===== src/rtl/alu_arbiter_if.sv =====
// Requester/ALU bundle for alu_arbiter: two requester ports, captured response and shared-ALU drive.
// Handshake: reqX is a level held by the requester until gntX; gntX is a one-cycle pulse in the cycle the operands are taken.
interface alu_arbiter_if;
    logic        req0, req1;
    logic [31:0] a0, a1, b0, b1;
    logic [14:0] op0, op1;
    logic        gnt0, gnt1;
    logic        done0, done1;
    logic [31:0] result;
    logic        gt_out, eq_out, op_err;
    logic [31:0] alu_a, alu_b;
    logic [14:0] alu_bus;
    logic [31:0] alu_result;
    logic        alu_gt, alu_eq;
    logic        busy;
    logic [1:0]  dbg_state;

    modport slave (
        input  req0, req1, a0, a1, b0, b1, op0, op1, alu_result, alu_gt, alu_eq,
        output gnt0, gnt1, done0, done1, result, gt_out, eq_out, op_err,
               alu_a, alu_b, alu_bus, busy, dbg_state
    );

    modport master (
        output req0, req1, a0, a1, b0, b1, op0, op1, alu_result, alu_gt, alu_eq,
        input  gnt0, gnt1, done0, done1, result, gt_out, eq_out, op_err,
               alu_a, alu_b, alu_bus, busy, dbg_state
    );
endinterface


===== src/rtl/alu_arbiter.sv =====
// Two-requester arbiter in front of a shared multi-cycle ALU (IDLE -> EXEC -> RESP).
// Define ALU_ARB_RR_EN for round-robin arbitration; default is fixed priority (requester 0 wins).
module alu_arbiter (
    input  logic clk,
    input  logic rst,
    alu_arbiter_if.slave bus
);
    typedef enum logic [1:0] {IDLE = 2'd0, EXEC = 2'd1, RESP = 2'd2} state_t;

    state_t      state_q;
    logic        owner_q;
    logic [2:0]  cnt_q;
    logic        bad_q;
    logic [31:0] alu_a_q, alu_b_q;
    logic [14:0] alu_bus_q;
    logic        done0_q, done1_q;
    logic [31:0] result_q;
    logic        gt_q, eq_q, op_err_q;
    logic        busy_q;
`ifdef ALU_ARB_RR_EN
    logic        rr_ptr_q;
`endif

    logic        pick0, pick1;
    logic [31:0] sel_a, sel_b;
    logic [14:0] sel_op;
    logic        sel_ok;
    logic [2:0]  sel_lat;

    always_comb begin
        pick0 = 1'b0;
        pick1 = 1'b0;
        if (state_q == IDLE) begin
`ifdef ALU_ARB_RR_EN
            // Pointer set means requester 1 is favoured on a tie.
            if (bus.req0 && (!bus.req1 || !rr_ptr_q)) pick0 = 1'b1;
            else if (bus.req1)                         pick1 = 1'b1;
`else
            if (bus.req0)      pick0 = 1'b1;
            else if (bus.req1) pick1 = 1'b1;
`endif
        end
        sel_a   = pick1 ? bus.a1  : bus.a0;
        sel_b   = pick1 ? bus.b1  : bus.b0;
        sel_op  = pick1 ? bus.op1 : bus.op0;
        sel_ok  = $onehot(sel_op);
        sel_lat = 3'd0;
        if (sel_ok && sel_op[2])                      sel_lat = 3'd3;
        else if (sel_ok && (sel_op[3] || sel_op[4]))  sel_lat = 3'd7;
    end

    always_ff @(posedge clk or posedge rst) begin
        if (rst) begin
            state_q   <= IDLE;
            owner_q   <= 1'b0;
            cnt_q     <= 3'd0;
            bad_q     <= 1'b0;
            alu_a_q   <= 32'd0;
            alu_b_q   <= 32'd0;
            alu_bus_q <= 15'd0;
            done0_q   <= 1'b0;
            done1_q   <= 1'b0;
            result_q  <= 32'd0;
            gt_q      <= 1'b0;
            eq_q      <= 1'b0;
            op_err_q  <= 1'b0;
            busy_q    <= 1'b0;
`ifdef ALU_ARB_RR_EN
            rr_ptr_q  <= 1'b0;
`endif
        end else begin
            done0_q <= 1'b0;
            done1_q <= 1'b0;
            case (state_q)
                IDLE: begin
                    if (pick0 || pick1) begin
                        owner_q   <= pick1;
                        alu_a_q   <= sel_a;
                        alu_b_q   <= sel_b;
                        alu_bus_q <= sel_ok ? sel_op : 15'd0;
                        bad_q     <= !sel_ok;
                        cnt_q     <= sel_lat;
                        busy_q    <= 1'b1;
                        state_q   <= EXEC;
`ifdef ALU_ARB_RR_EN
                        rr_ptr_q  <= pick0;
`endif
                    end
                end
                EXEC: begin
                    if (cnt_q == 3'd0) begin
                        // A malformed op never reached the ALU, so its outputs are not trusted.
                        result_q  <= bad_q ? 32'd0 : bus.alu_result;
                        gt_q      <= bad_q ? 1'b0  : bus.alu_gt;
                        eq_q      <= bad_q ? 1'b0  : bus.alu_eq;
                        op_err_q  <= bad_q;
                        done0_q   <= !owner_q;
                        done1_q   <= owner_q;
                        alu_a_q   <= 32'd0;
                        alu_b_q   <= 32'd0;
                        alu_bus_q <= 15'd0;
                        state_q   <= RESP;
                    end else begin
                        cnt_q <= cnt_q - 3'd1;
                    end
                end
                RESP: begin
                    busy_q  <= 1'b0;
                    state_q <= IDLE;
                end
                default: state_q <= IDLE;
            endcase
        end
    end

    // Grant is taken in the IDLE cycle itself so operands are latched at that edge.
    assign bus.gnt0      = pick0 && !rst;
    assign bus.gnt1      = pick1 && !rst;
    assign bus.done0     = done0_q;
    assign bus.done1     = done1_q;
    assign bus.result    = result_q;
    assign bus.gt_out    = gt_q;
    assign bus.eq_out    = eq_q;
    assign bus.op_err    = op_err_q;
    assign bus.alu_a     = alu_a_q;
    assign bus.alu_b     = alu_b_q;
    assign bus.alu_bus   = alu_bus_q;
    assign bus.busy      = busy_q;
    assign bus.dbg_state = state_q;
endmodule


===== src/flat_wrapper.sv =====
// flat-port wrapper written by rule: the top's interface ports become plain ports
module alu_arbiter_flat 
  (clk, rst, bus_req0, bus_req1, bus_a0, bus_a1, bus_b0, bus_b1, bus_op0, bus_op1, bus_alu_result, bus_alu_gt, bus_alu_eq, bus_gnt0, bus_gnt1, bus_done0, bus_done1, bus_result, bus_gt_out, bus_eq_out, bus_op_err, bus_alu_a, bus_alu_b, bus_alu_bus, bus_busy, bus_dbg_state);
  alu_arbiter_if bus_i ();
  input  logic clk;
  input  logic rst;
  input wire logic [$bits(bus_i.req0)-1:0] bus_req0;
  input wire logic [$bits(bus_i.req1)-1:0] bus_req1;
  input wire logic [$bits(bus_i.a0)-1:0] bus_a0;
  input wire logic [$bits(bus_i.a1)-1:0] bus_a1;
  input wire logic [$bits(bus_i.b0)-1:0] bus_b0;
  input wire logic [$bits(bus_i.b1)-1:0] bus_b1;
  input wire logic [$bits(bus_i.op0)-1:0] bus_op0;
  input wire logic [$bits(bus_i.op1)-1:0] bus_op1;
  input wire logic [$bits(bus_i.alu_result)-1:0] bus_alu_result;
  input wire logic [$bits(bus_i.alu_gt)-1:0] bus_alu_gt;
  input wire logic [$bits(bus_i.alu_eq)-1:0] bus_alu_eq;
  output wire logic [$bits(bus_i.gnt0)-1:0] bus_gnt0;
  output wire logic [$bits(bus_i.gnt1)-1:0] bus_gnt1;
  output wire logic [$bits(bus_i.done0)-1:0] bus_done0;
  output wire logic [$bits(bus_i.done1)-1:0] bus_done1;
  output wire logic [$bits(bus_i.result)-1:0] bus_result;
  output wire logic [$bits(bus_i.gt_out)-1:0] bus_gt_out;
  output wire logic [$bits(bus_i.eq_out)-1:0] bus_eq_out;
  output wire logic [$bits(bus_i.op_err)-1:0] bus_op_err;
  output wire logic [$bits(bus_i.alu_a)-1:0] bus_alu_a;
  output wire logic [$bits(bus_i.alu_b)-1:0] bus_alu_b;
  output wire logic [$bits(bus_i.alu_bus)-1:0] bus_alu_bus;
  output wire logic [$bits(bus_i.busy)-1:0] bus_busy;
  output wire logic [$bits(bus_i.dbg_state)-1:0] bus_dbg_state;
  assign bus_i.req0 = bus_req0;
  assign bus_i.req1 = bus_req1;
  assign bus_i.a0 = bus_a0;
  assign bus_i.a1 = bus_a1;
  assign bus_i.b0 = bus_b0;
  assign bus_i.b1 = bus_b1;
  assign bus_i.op0 = bus_op0;
  assign bus_i.op1 = bus_op1;
  assign bus_i.alu_result = bus_alu_result;
  assign bus_i.alu_gt = bus_alu_gt;
  assign bus_i.alu_eq = bus_alu_eq;
  assign bus_gnt0 = bus_i.gnt0;
  assign bus_gnt1 = bus_i.gnt1;
  assign bus_done0 = bus_i.done0;
  assign bus_done1 = bus_i.done1;
  assign bus_result = bus_i.result;
  assign bus_gt_out = bus_i.gt_out;
  assign bus_eq_out = bus_i.eq_out;
  assign bus_op_err = bus_i.op_err;
  assign bus_alu_a = bus_i.alu_a;
  assign bus_alu_b = bus_i.alu_b;
  assign bus_alu_bus = bus_i.alu_bus;
  assign bus_busy = bus_i.busy;
  assign bus_dbg_state = bus_i.dbg_state;
  alu_arbiter u_core (.clk(clk), .rst(rst), .bus(bus_i));
endmodule

===== config.mk =====
export PLATFORM = sky130hd
export DESIGN_NAME = alu_arbiter_flat
export DESIGN_NICKNAME = d
export VERILOG_FILES = /design/src/rtl/alu_arbiter_if.sv /design/src/rtl/alu_arbiter.sv /design/src/flat_wrapper.sv
export SDC_FILE = /design/constraint.sdc
export NUM_CORES = 1
export LEC_CHECK = 0
export ABC_AREA = 1
export CAP_MARGIN = 20
export CELL_PAD_IN_SITES_DETAIL_PLACEMENT = 1
export CELL_PAD_IN_SITES_GLOBAL_PLACEMENT = 2
export CORE_MARGIN = 4
export CORE_UTILIZATION = 23
export CTS_BUF_LIST = sky130_fd_sc_hd__clkbuf_16
export CTS_CLUSTER_SIZE = 25
export DETAILED_ROUTE_END_ITERATION = 6
export GPL_ROUTABILITY_DRIVEN = 0
export PLACE_DENSITY = 0.88
export SKIP_LAST_GASP = 1
export SYNTH_ARGS = -nofsm -noshare
export SYNTH_HDL_FRONTEND = slang
export SYNTH_SLANG_ARGS = --single-unit
export TNS_END_PERCENT = 1

===== constraint.sdc =====
create_clock -name clk -period 7.95 [get_ports clk]
set_input_delay 1.1925 -clock clk [delete_from_list [all_inputs] [get_ports clk]]
set_output_delay 1.1925 -clock clk [all_outputs]
set_load 0.01 [all_outputs]

==> impl_metrics.toml <==
[placement]
hpwl_mm = 18.2
port_buffers = 316
placedCellCount = 1270
dp_slack_ns = 1.13

[route]
antenna_left = 0
wl_mm = 25.2
drtIter0Drc = 293
drc = 0
post_drt_wl_per_cell_um = 19.3
via_count = 6034
drt_pre_antenna_iters = 4
viasPerCell = 4.63

[setup_path]
critPathMaxStageDelay_ns = 0.50
worst-path-max-fanout = 27
critPathKind = "in2reg"
worstSetupEndpointType = "register"
crit_path_start_kind = "input port"
path_common_cell = "inv_1"
arrival_ns = 6.66
slowest_stage = "inv_2"
critPathRequiredTime_ns = 8.30

[job]
drv_cap = 0

[sta]
rsz0062_at_grt = "no"
tightest_slew_ns = 1.08
clock_skew_ns = 0.0166
hold_viol_final = 0
fin_ws_ns = 1.64
setup_viol = 0
period_needed_ns = 6.31
finalSetupTns_ns = 0
slew_headroom = 0.281
report.final.slew_viol_count = 0
fmax_mhz = 158
post-route-period-util = 0.794

[layout]
mostFrequentLayoutCells = "316 x clkdlybuf4s50_1, 124 x dfrtp_1, 85 x nand3_1, 81 x nor2_1, 65 x nand2_1"
final_common_cell = "clkdlybuf4s50_1"
final_cells = 1302
fin_nets = 1177
syn2layout_area_growth_pct = 66.7
drive_above_1_share = 0.0525
postLayoutCoreUtil = 0.394
insertedDiodeCount = 0

[cts]
cts_hold_buf = 0
cts_resized = 0
clkLatencyLatePin_ns = 0.42
clock_path_buffers = 2
clkTransAtPathRegs_ns = 0.06
cts-root-buf = "clkbuf_16"
cts_setup_buffers = 0
cts_sinks = 124
tritoncts = "built"
cts_buffers = 17
htree_levels = 4

[logic_synthesis]
synth_top_family_by_area = "simple AND/OR/NAND/NOR gates"
syn_inst = 663
synth_edf_count = 0
synthXorXnorAreaFrac = 0.00146
ys.flop_type = "dfrtp_1"
yosys.area.top_type = "dfrtp_1"
synth_fp_nets = 881
ys_seq_area_frac = 0.516
yosys.area_share.adder = 0.0582
avgSynthCellArea_um2 = 9.07
yosysTopAreaCellShare = 0.516
synth_area_leaders = "dfrtp_1 52%, nand3_1 7.1%, o21ai_1 5.3%"
synth_compound_area_frac = 0.171
async_reset_ff_frac = 1.00
ys_warn_count = 0
muxShareOfSynthArea = 0.00166
synth_area_um2 = 6010
ys_ff_latch = 124
synth_cell_types = 30
synth-simple-area-share = 0.180

[power_and_ir_drop]
power.total_mw = 3.92
switching_share = 0.390
p_sw_mw = 1.53
clkPwrFrac = 0.214
seqPwrFrac = 0.273
power.leakage_nw = 4.36
vdd_drop_max_mv = 0.136
p_int_mw = 2.39
cellPowerDensity_nw_per_um2 = 391
p_comb_frac = 0.512

[global_route]
overflow = 0
grt_max_degree = 90
antenna_found_initial = 0
grt_pass1_wl_mm = 38.5
grtUsageTotal = 0.171
grt_pass1_vias = 6421

[die]
core_um2 = 25500
pin_count = 317
fp-row-count = 58
start_util = 0.236
die-area_um2 = 28800
die_y_um = 170
die_x_um = 170

[hold_path]
hold_class = "reg2reg"

[run_status]
status = "finished clean"
[state kept, by name (all words and copies together), names as in the netlist, 2 cells and up]
signal                count
u_core.bus.alu_a         32
u_core.bus.alu_b         32
u_core.bus.alu_bus       15
u_core.bus.dbg_state      2
u_core.bus.result        32
u_core.cnt_q              3
[synthesized netlist by cell type (all sizes together), types with 2 or more instances]
master    n
o21ai    97
buf      34
a22o     34
nand2    68
nand3    85
and2      3
clkbuf   11
nand3b    2
nor2     85
dfrtp   124
a21oi    44
inv      47
fa       10
ha       12
[per-layer routing]
metal / GRT usage / share of wire
met1: 0.211 / 0.42
met5: 0 / 0
met4: 0.0529 / 0.020
met2: 0.295 / 0.50
met3: 0.0419 / 0.055
[critical path, delay by kind of cell]
family,cells,cell delay (ns)
adder cells (fa/ha/maj),6,2.09
buffers and inverters,10,1.60
AND/OR/NAND/NOR,11,1.75
[logic make-up after synthesis]
logic type	after synthesis
flops	124
buf+inv	92
fa+ha+maj	22
mux	1
compound gates	178
xor+xnor	1
simple gates	245
[power by group through the flow]
stage	clock [mW]	combinational (mW)	sequential (mW)
after CTS	0.865	2.06	1.08
after detailed placement	0	2.06	1.09
after floorplan	0	0.972	1.19
final	0.840	2.01	1.07
after global placement	0	2.00	1.07
after global routing	0.888	2.25	1.11
[cell type report]
type                            count  area (um^2)
Fill cell                        2903        15400
Clock buffer                       17          425
Sequential cell                   124         3100
Clock inverter                     15          199
Inverter                           47          184
Timing Repair Buffer              322         3210
Multi-Input combinational cell    447         2490
Tap cell                          330          413
[final timing paths]
path                                          from               endpoint  slack (ns)  cells after the start
max in group asynchronous                      rst   u_core.bus.alu_a[18]        5.17                      3
hold reg to reg                     u_core.owner_q       u_core.bus.done0        0.44                      1
setup reg to reg           u_core.bus.dbg_state[1]  u_core.bus.alu_bus[7]        2.66                     25
hold / removal                      u_core.owner_q       u_core.bus.done0        0.44                      1
setup / recovery                          bus_req1  u_core.bus.alu_bus[7]        1.64                     27
min in group asynchronous                      rst    u_core.bus.alu_b[5]        1.37                      2
[through the flow]
step	instance area (um^2)	hold WS, ns
detailed placement	9400	0.434
global route	10000	0.475
CTS	10000	0.451
floorplan	6010	0.403
finish	10000	0.440
global placement	9400	0.424
Note: power is estimated with default switching activity, not from simulation.
